$ cat config.mk
export PLATFORM = sky130hd
export DESIGN_NAME = idex_operand_stage
export DESIGN_NICKNAME = d
export VERILOG_FILES = /design/src/rtl/dlx_pkg.sv /design/src/rtl/alu_ctrl_decode.sv /design/src/rtl/idex_operand_stage.sv
export SDC_FILE = /design/constraint.sdc
export NUM_CORES = 1
export LEC_CHECK = 0
export BUFFER_PORTS_ARGS = -buffer_cell sky130_fd_sc_hd__buf_2
export CAP_MARGIN = 20
export CORE_UTILIZATION = 40
export CTS_BUF_LIST = sky130_fd_sc_hd__clkbuf_8
export DETAILED_ROUTE_END_ITERATION = 8
export PLACE_DENSITY = 0.7
export SLEW_MARGIN = 5
export SYNTH_ARGS = -nofsm -noshare
export SYNTH_HDL_FRONTEND = slang
export SYNTH_SLANG_ARGS = --single-unit
export TNS_END_PERCENT = 5
$ cat constraint.sdc
create_clock -name clk_i -period 4 [get_ports clk_i]
set_input_delay 0.2 -clock clk_i [delete_from_list [all_inputs] [get_ports clk_i]]
set_output_delay 0.2 -clock clk_i [all_outputs]
set_load 0.01 [all_outputs]
$ cat src/rtl/dlx_pkg.sv
// DLX ID/EX shared definitions: ALU op codes, opcode/func encodings and the
// decoded control bundle passed from alu_ctrl_decode to the ID/EX registers.
package dlx_pkg;

    localparam logic [4:0] ALU_AND = 5'b00000;
    localparam logic [4:0] ALU_OR  = 5'b00001;
    localparam logic [4:0] ALU_ADD = 5'b00010;
    localparam logic [4:0] ALU_SUB = 5'b00011;
    localparam logic [4:0] ALU_XOR = 5'b00100;
    localparam logic [4:0] ALU_SLL = 5'b00101;
    localparam logic [4:0] ALU_SRL = 5'b00110;
    localparam logic [4:0] ALU_SLT = 5'b01000;
    localparam logic [4:0] ALU_SGE = 5'b01001;
    localparam logic [4:0] ALU_SGT = 5'b01010;
    localparam logic [4:0] ALU_LHI = 5'b01100;

    localparam logic [5:0] OP_RTYPE = 6'h00;
    localparam logic [5:0] OP_ADDI  = 6'h08;
    localparam logic [5:0] OP_SUBI  = 6'h0A;
    localparam logic [5:0] OP_ANDI  = 6'h0C;
    localparam logic [5:0] OP_ORI   = 6'h0D;
    localparam logic [5:0] OP_XORI  = 6'h0E;
    localparam logic [5:0] OP_LHI   = 6'h0F;
    localparam logic [5:0] OP_SLLI  = 6'h14;
    localparam logic [5:0] OP_SRLI  = 6'h16;
    localparam logic [5:0] OP_SLTI  = 6'h1A;
    localparam logic [5:0] OP_LW    = 6'h23;
    localparam logic [5:0] OP_SW    = 6'h2B;

    localparam logic [5:0] FN_AND = 6'h24;
    localparam logic [5:0] FN_OR  = 6'h25;
    localparam logic [5:0] FN_ADD = 6'h20;
    localparam logic [5:0] FN_SUB = 6'h22;
    localparam logic [5:0] FN_XOR = 6'h26;
    localparam logic [5:0] FN_SLL = 6'h04;
    localparam logic [5:0] FN_SRL = 6'h06;
    localparam logic [5:0] FN_SLT = 6'h2A;
    localparam logic [5:0] FN_SGE = 6'h2D;
    localparam logic [5:0] FN_SGT = 6'h2B;

    // rd_sel=1 picks instr[15:11] (R-type), 0 picks instr[20:16] (I-type)
    typedef struct packed {
        logic [4:0] alu_op;
        logic       use_imm;
        logic       imm_zext;
        logic       regwrite;
        logic       memread;
        logic       memwrite;
        logic       rd_sel;
        logic       illegal;
    } ctrl_t;

endpackage

$ cat src/rtl/alu_ctrl_decode.sv
// Combinational opcode/func decode into the ALU op and EX/MEM control bundle.
// Unknown encodings decode to an add with no writeback and the illegal flag set.
module alu_ctrl_decode
    import dlx_pkg::*;
(
    input  logic [5:0] opcode_i,
    input  logic [5:0] func_i,
    output ctrl_t      ctrl_o
);

    always_comb begin
        ctrl_o          = '0;
        ctrl_o.alu_op   = ALU_ADD;
        ctrl_o.regwrite = 1'b1;
        if (opcode_i == OP_RTYPE) begin
            ctrl_o.rd_sel = 1'b1;
            case (func_i)
                FN_AND:  ctrl_o.alu_op = ALU_AND;
                FN_OR:   ctrl_o.alu_op = ALU_OR;
                FN_ADD:  ctrl_o.alu_op = ALU_ADD;
                FN_SUB:  ctrl_o.alu_op = ALU_SUB;
                FN_XOR:  ctrl_o.alu_op = ALU_XOR;
                FN_SLL:  ctrl_o.alu_op = ALU_SLL;
                FN_SRL:  ctrl_o.alu_op = ALU_SRL;
                FN_SLT:  ctrl_o.alu_op = ALU_SLT;
                FN_SGE:  ctrl_o.alu_op = ALU_SGE;
                FN_SGT:  ctrl_o.alu_op = ALU_SGT;
                default: begin
                    ctrl_o.illegal  = 1'b1;
                    ctrl_o.regwrite = 1'b0;
                end
            endcase
        end else begin
            ctrl_o.use_imm = 1'b1;
            case (opcode_i)
                OP_ADDI: ctrl_o.alu_op = ALU_ADD;
                OP_SUBI: ctrl_o.alu_op = ALU_SUB;
                OP_ANDI: begin
                    ctrl_o.alu_op   = ALU_AND;
                    ctrl_o.imm_zext = 1'b1;
                end
                OP_ORI: begin
                    ctrl_o.alu_op   = ALU_OR;
                    ctrl_o.imm_zext = 1'b1;
                end
                OP_XORI: begin
                    ctrl_o.alu_op   = ALU_XOR;
                    ctrl_o.imm_zext = 1'b1;
                end
                OP_LHI: begin
                    ctrl_o.alu_op   = ALU_LHI;
                    ctrl_o.imm_zext = 1'b1;
                end
                OP_SLLI: ctrl_o.alu_op = ALU_SLL;
                OP_SRLI: ctrl_o.alu_op = ALU_SRL;
                OP_SLTI: ctrl_o.alu_op = ALU_SLT;
                OP_LW:   ctrl_o.memread = 1'b1;
                OP_SW: begin
                    ctrl_o.memwrite = 1'b1;
                    ctrl_o.regwrite = 1'b0;
                end
                default: begin
                    ctrl_o.illegal  = 1'b1;
                    ctrl_o.regwrite = 1'b0;
                    ctrl_o.use_imm  = 1'b0;
                end
            endcase
        end
    end

endmodule

$ cat src/rtl/idex_operand_stage.sv
// DLX ID/EX pipeline register with operand forwarding in front of the ALU.
// Operands are forwarded combinationally from the latched register indices.
module idex_operand_stage
    import dlx_pkg::*;
#(
    parameter int XLEN    = 32,
    parameter int REGBITS = 5
) (
    input  logic               clk_i,
    input  logic               reset_i,
    input  logic               stall_i,
    input  logic               flush_i,
    input  logic               id_valid_i,
    input  logic [5:0]         id_opcode_i,
    input  logic [5:0]         id_func_i,
    input  logic [REGBITS-1:0] id_rs1_i,
    input  logic [REGBITS-1:0] id_rs2_i,
    input  logic [REGBITS-1:0] id_rd_i,
    input  logic [15:0]        id_imm16_i,
    input  logic [XLEN-1:0]    id_rs1_val_i,
    input  logic [XLEN-1:0]    id_rs2_val_i,
    input  logic [REGBITS-1:0] exm_rd_i,
    input  logic               exm_we_i,
    input  logic [XLEN-1:0]    exm_result_i,
    input  logic [REGBITS-1:0] wb_rd_i,
    input  logic               wb_we_i,
    input  logic [XLEN-1:0]    wb_result_i,
    output logic [XLEN-1:0]    alu_a_o,
    output logic [XLEN-1:0]    alu_b_o,
    output logic [4:0]         alu_op_o,
    output logic               ex_valid_o,
    output logic [REGBITS-1:0] ex_rd_o,
    output logic               ex_regwrite_o,
    output logic               ex_memread_o,
    output logic               ex_memwrite_o,
    output logic [XLEN-1:0]    ex_store_data_o,
    output logic               ex_illegal_o
);

    ctrl_t              dec;
    logic [XLEN-1:0]    imm_ext;
    logic [XLEN-1:0]    fwd_a, fwd_b;

    logic               valid_q, valid_d;
    logic [REGBITS-1:0] rs1_q, rs1_d, rs2_q, rs2_d, rd_q, rd_d;
    logic [XLEN-1:0]    rs1_val_q, rs1_val_d, rs2_val_q, rs2_val_d, imm_q, imm_d;
    logic               use_imm_q, use_imm_d;
    logic [4:0]         alu_op_q, alu_op_d;
    logic               regwrite_q, regwrite_d, memread_q, memread_d;
    logic               memwrite_q, memwrite_d, illegal_q, illegal_d;

    alu_ctrl_decode u_dec (
        .opcode_i (id_opcode_i),
        .func_i   (id_func_i),
        .ctrl_o   (dec)
    );

    function automatic logic hit(input logic we, input logic [REGBITS-1:0] prod,
                                 input logic [REGBITS-1:0] src);
        return we && (prod == src) && (src != '0);
    endfunction

    assign imm_ext = dec.imm_zext ? {{(XLEN-16){1'b0}}, id_imm16_i}
                                  : {{(XLEN-16){id_imm16_i[15]}}, id_imm16_i};

    assign fwd_a = hit(exm_we_i, exm_rd_i, rs1_q) ? exm_result_i :
                   hit(wb_we_i,  wb_rd_i,  rs1_q) ? wb_result_i  : rs1_val_q;
    assign fwd_b = hit(exm_we_i, exm_rd_i, rs2_q) ? exm_result_i :
                   hit(wb_we_i,  wb_rd_i,  rs2_q) ? wb_result_i  : rs2_val_q;

    always_comb begin
        valid_d    = valid_q;
        rs1_d      = rs1_q;
        rs2_d      = rs2_q;
        rd_d       = rd_q;
        rs1_val_d  = rs1_val_q;
        rs2_val_d  = rs2_val_q;
        imm_d      = imm_q;
        use_imm_d  = use_imm_q;
        alu_op_d   = alu_op_q;
        regwrite_d = regwrite_q;
        memread_d  = memread_q;
        memwrite_d = memwrite_q;
        illegal_d  = illegal_q;
        if (flush_i || (!stall_i && !id_valid_i)) begin
            valid_d    = 1'b0;
            rs1_d      = '0;
            rs2_d      = '0;
            rd_d       = '0;
            rs1_val_d  = '0;
            rs2_val_d  = '0;
            imm_d      = '0;
            use_imm_d  = 1'b0;
            alu_op_d   = ALU_ADD;
            regwrite_d = 1'b0;
            memread_d  = 1'b0;
            memwrite_d = 1'b0;
            illegal_d  = 1'b0;
        end else if (!stall_i) begin
            valid_d    = 1'b1;
            rs1_d      = id_rs1_i;
            rs2_d      = id_rs2_i;
            rd_d       = dec.rd_sel ? id_rd_i : id_rs2_i;
            rs1_val_d  = id_rs1_val_i;
            rs2_val_d  = id_rs2_val_i;
            imm_d      = dec.use_imm ? imm_ext : '0;
            use_imm_d  = dec.use_imm;
            alu_op_d   = dec.alu_op;
            regwrite_d = dec.regwrite;
            memread_d  = dec.memread;
            memwrite_d = dec.memwrite;
            illegal_d  = dec.illegal;
        end else begin
            // The retiring writeback will be gone when the stall releases, so bank it now
            if (hit(wb_we_i, wb_rd_i, rs1_q)) rs1_val_d = wb_result_i;
            if (hit(wb_we_i, wb_rd_i, rs2_q)) rs2_val_d = wb_result_i;
        end
    end

    always_ff @(posedge clk_i or posedge reset_i) begin
        if (reset_i) begin
            valid_q    <= 1'b0;
            rs1_q      <= '0;
            rs2_q      <= '0;
            rd_q       <= '0;
            rs1_val_q  <= '0;
            rs2_val_q  <= '0;
            imm_q      <= '0;
            use_imm_q  <= 1'b0;
            alu_op_q   <= ALU_ADD;
            regwrite_q <= 1'b0;
            memread_q  <= 1'b0;
            memwrite_q <= 1'b0;
            illegal_q  <= 1'b0;
        end else begin
            valid_q    <= valid_d;
            rs1_q      <= rs1_d;
            rs2_q      <= rs2_d;
            rd_q       <= rd_d;
            rs1_val_q  <= rs1_val_d;
            rs2_val_q  <= rs2_val_d;
            imm_q      <= imm_d;
            use_imm_q  <= use_imm_d;
            alu_op_q   <= alu_op_d;
            regwrite_q <= regwrite_d;
            memread_q  <= memread_d;
            memwrite_q <= memwrite_d;
            illegal_q  <= illegal_d;
        end
    end

    assign alu_a_o         = fwd_a;
    assign alu_b_o         = use_imm_q ? imm_q : fwd_b;
    assign ex_store_data_o = fwd_b;
    assign alu_op_o        = alu_op_q;
    assign ex_valid_o      = valid_q;
    assign ex_rd_o         = rd_q;
    assign ex_regwrite_o   = regwrite_q;
    assign ex_memread_o    = memread_q;
    assign ex_memwrite_o   = memwrite_q;
    assign ex_illegal_o    = illegal_q;

endmodule

==> impl_metrics.json <==
{
  "status": "finished, final reports clean",
  "vias": 7193,
  "ios": 299,
  "coreArea_um2": 16120,
  "period_share_pct": 87.38,
  "finalMaxSlewViolations": 0,
  "antenna_found_initial": 1,
  "cts.clk_slew.worst_paths_ns": 0.11,
  "finalHoldViolations": 0,
  "drt-initial-drc-count": 553,
  "fin_nets": 1232,
  "dp.cells": 1237,
  "cp.arrival_ns": 3.30,
  "startpoint": "rs2_q[1]$_DFFE_PP0P_",
  "rr_endpoint": "rs2_val_q[24]$_DFF_PP0_",
  "fp-row-count": 46,
  "r2r-start": "rs2_q[1]$_DFFE_PP0P_",
  "synth-edff-count": 0,
  "cts_setup_buffers": 0,
  "synth_most_common_cell": "dfrtp_1",
  "crit_path_end_kind": "primary output",
  "finish.cell_count_without_fillers": 1267,
  "start_kind": "register",
  "grt_pass1_vias": 6783,
  "worst-setup-path-type": "reg -> out",
  "setup_viol_count_final": 0,
  "synth_seq_cells": 106,
  "grt_pass1_wl_mm": 37.96,
  "synthTopCellsByArea": "dfrtp_1 39%, a21oi_1 6.4%, o21ai_0 5.6%",
  "die_x_um": 131.6,
  "ys_top_cells_by_count": "105 x dfrtp_1, 86 x a21oi_1, 79 x nor2_1, 75 x o21ai_0, 53 x a31oi_1",
  "finClkSkew_ns": 0.01223,
  "place_hpwl_mm": 17.08,
  "rsz0062_at_grt": "false",
  "maxSlewHeadroom_pct": 28.79,
  "reg2reg_depth": 7,
  "pre_cts_ws_ns": 0.9969,
  "drc": 0,
  "worst-endpoint-required_ns": 3.80,
  "synth_seq_area_share_pct": 39.53,
  "fin_area_um2": 8618,
  "ant_nets": 0,
  "syn-cell-area_um2": 6714,
  "synth_largest_area_cell": "dfrtp_1",
  "yosys.area.top_type_share_pct": 39.14,
  "synth_ff_type": "dfrtp_1",
  "cp-endpoint": "alu_b_o[23]",
  "place_congestion": 0.9302,
  "cts_tree": "yes",
  "grt-ovfl-total": 0,
  "postSynthAreaPerCell_um2": 8.630,
  "peakVddDrop_mv": 0.2368,
  "setup_ws_ns": 0.5047,
  "fin_tns_setup_ns": 0,
  "async_reset_ff_share_pct": 100.0,
  "h-tree-depth": 3,
  "clock-sinks": 106,
  "synthCells": 778,
  "cts_inserted_buffers": 9,
  "dieArea_um2": 17310,
  "power_w": 0.002389,
  "drive_above_1_share_pct": 35.37,
  "fillers": 1530,
  "grt_usage_pct": 27.66,
  "ys_types": 55,
  "cts-root-buf": "clkbuf_8",
  "drt-total-wl_mm": 24.15,
  "r2r_slack_ns": 1.62,
  "clkLatencyLatePin_ns": 0.39,
  "max_clock_freq_mhz": 286.1,
  "placed_area_um2": 8305,
  "viasPerCell": 5.677,
  "grt_max_degree": 69,
  "power_density_nw_per_um2": 277.2,
  "fp.dieH_um": 131.6,
  "min_period_ns": 3.495,
  "tightest_slew_ns": 1.067,
  "port_buffers": 297,
  "start_util_pct": 41.66,
  "drtPass1Iterations": 5,
  "syn2layout_area_growth_pct": 28.36,
  "wl_per_cell_um": 19.06,
  "syn_nets": 966,
  "ys_warn_count": 0,
  "cp_max_fo": 18,
  "hp-class": "in -> reg",
  "drv_cap": 0,
  "p_leak_nw": 4.213,
  "clock_path_buffers": 2
}
[kinds of logic after synthesis]
logic type | Yosys count | synth area share, %
xor gates and xnor gates | 20 | 2.721
other | 1 | 0.05585
buffers and inverters | 93 | 6.187
AOI/OAI and AO/OA | 294 | 28.21
and+or+nand+nor | 211 | 15.10
DFF | 106 | 39.53
muxes | 53 | 8.200
[layer usage]
| metal | track usage, % | vias up | share of wire, % |
|---|---|---|---|
| li1 | - | 3389 | - |
| met2 | 44.00 | 344 | 47 |
| met3 | 6.674 | 36 | 7.8 |
| met4 | 7.623 | 0 | 2.2 |
| met1 | 37.29 | 3424 | 43 |
| met5 | 0 | - | 0 |
[critical path, cell delays in order, from the launching register on]
cell,delay [ns]
dfrtp_1,0.47
or4_4,0.57
o211ai_4,0.16
buf_4,0.27
or2_1,0.59
buf_4,0.36
nor2_1,0.09
o31ai_1,0.21
buf_2,0.17
[per-stage QoR]
stage,hold WS [ns],util [%]
2_1_floorplan,0.3327,-
3_3_place_gp,0.3743,51.54
3_5_place_dp,0.3808,51.54
4_1_cts,0.001943,53.32
5_1_grt,0.005466,53.46
6_report,0.02241,53.48
[registers in the layout, summed over array words and instances (netlist names)]
register,count
ex_regwrite_o,1
rs1_q,5
ex_memread_o,1
ex_valid_o,1
alu_op_o,4
rs1_val_q,32
rs2_val_q,32
ex_memwrite_o,1
ex_rd_o,5
ex_illegal_o,1
rs2_q,5
use_imm_q,1
imm_q,17
[area by class of cell]
cell class	count	area, µm²	share of cell area, %
inverters	20	77.57	0.9001
flip-flops and latches	106	2654	30.79
multi-input cells	579	3675	42.64
clock inverters	7	63.81	0.7404
repair buffers	328	1749	20.30
well taps	216	270.3	3.136
diodes	2	5.005	0.05807
clock buffers	9	123.9	1.437
[worst min-delay path by stage]
| stage | startpoint | end | slack [ns] | cells after the start |
|---|---|---|---|---|
| final | id_imm16_i[8] | imm_q[8]$_DFFE_PP0P_ | 0.02 | 2 |
| after global routing | id_imm16_i[8] | imm_q[8]$_DFFE_PP0P_ | 0.005 | 2 |
| after CTS | id_rs1_i[2] | rs1_q[2]$_DFFE_PP0P_ | 0.002 | 2 |
| after detailed placement | reset_i | alu_op_o[0]$_DFFE_PP0P_ | 0.38 | 3 |
| after global placement | reset_i | ex_valid_o$_DFFE_PP0P_ | 0.37 | 3 |
| after floorplan | id_imm16_i[0] | imm_q[0]$_DFFE_PP0P_ | 0.33 | 1 |
[cells in the final DEF (no fill, tap or decap), types with 3 or more instances in the layout]
cell,synthesis,layout
nor2_1,79,77
mux2i_1,37,37
nand3_1,3,3
o21ai_0,75,75
nor3_1,18,18
a31oi_1,53,53
xnor2_1,15,15
buf_4,3,19
nand4_1,4,4
a22o_1,28,28
a21oi_1,86,86
dlygate4sd3_1,0,12
and3_1,17,17
nand2b_1,6,6
a32o_1,3,3
dfrtp_1,105,105
o31ai_1,18,18
or2_1,3,3
mux2_2,16,16
xor2_1,4,4
buf_2,14,297
a221oi_2,11,11
inv_1,20,21
a221oi_1,5,5
or3_1,16,16
nand2_1,46,46
clkbuf_8,0,9
[where the power goes]
part	internal, W	switching (W)
sequential	0.00112	0.0000246
clock	0.000285	0.000392
combinational	0.000240	0.000330
[what timing repair did]
item | 4_1_cts | 5_1_grt
hold buffers | 10 | 2
resized for setup | 0 | 0
hold endpoints to repair | 48 | 2
Power figures use the tool's default switching activity.
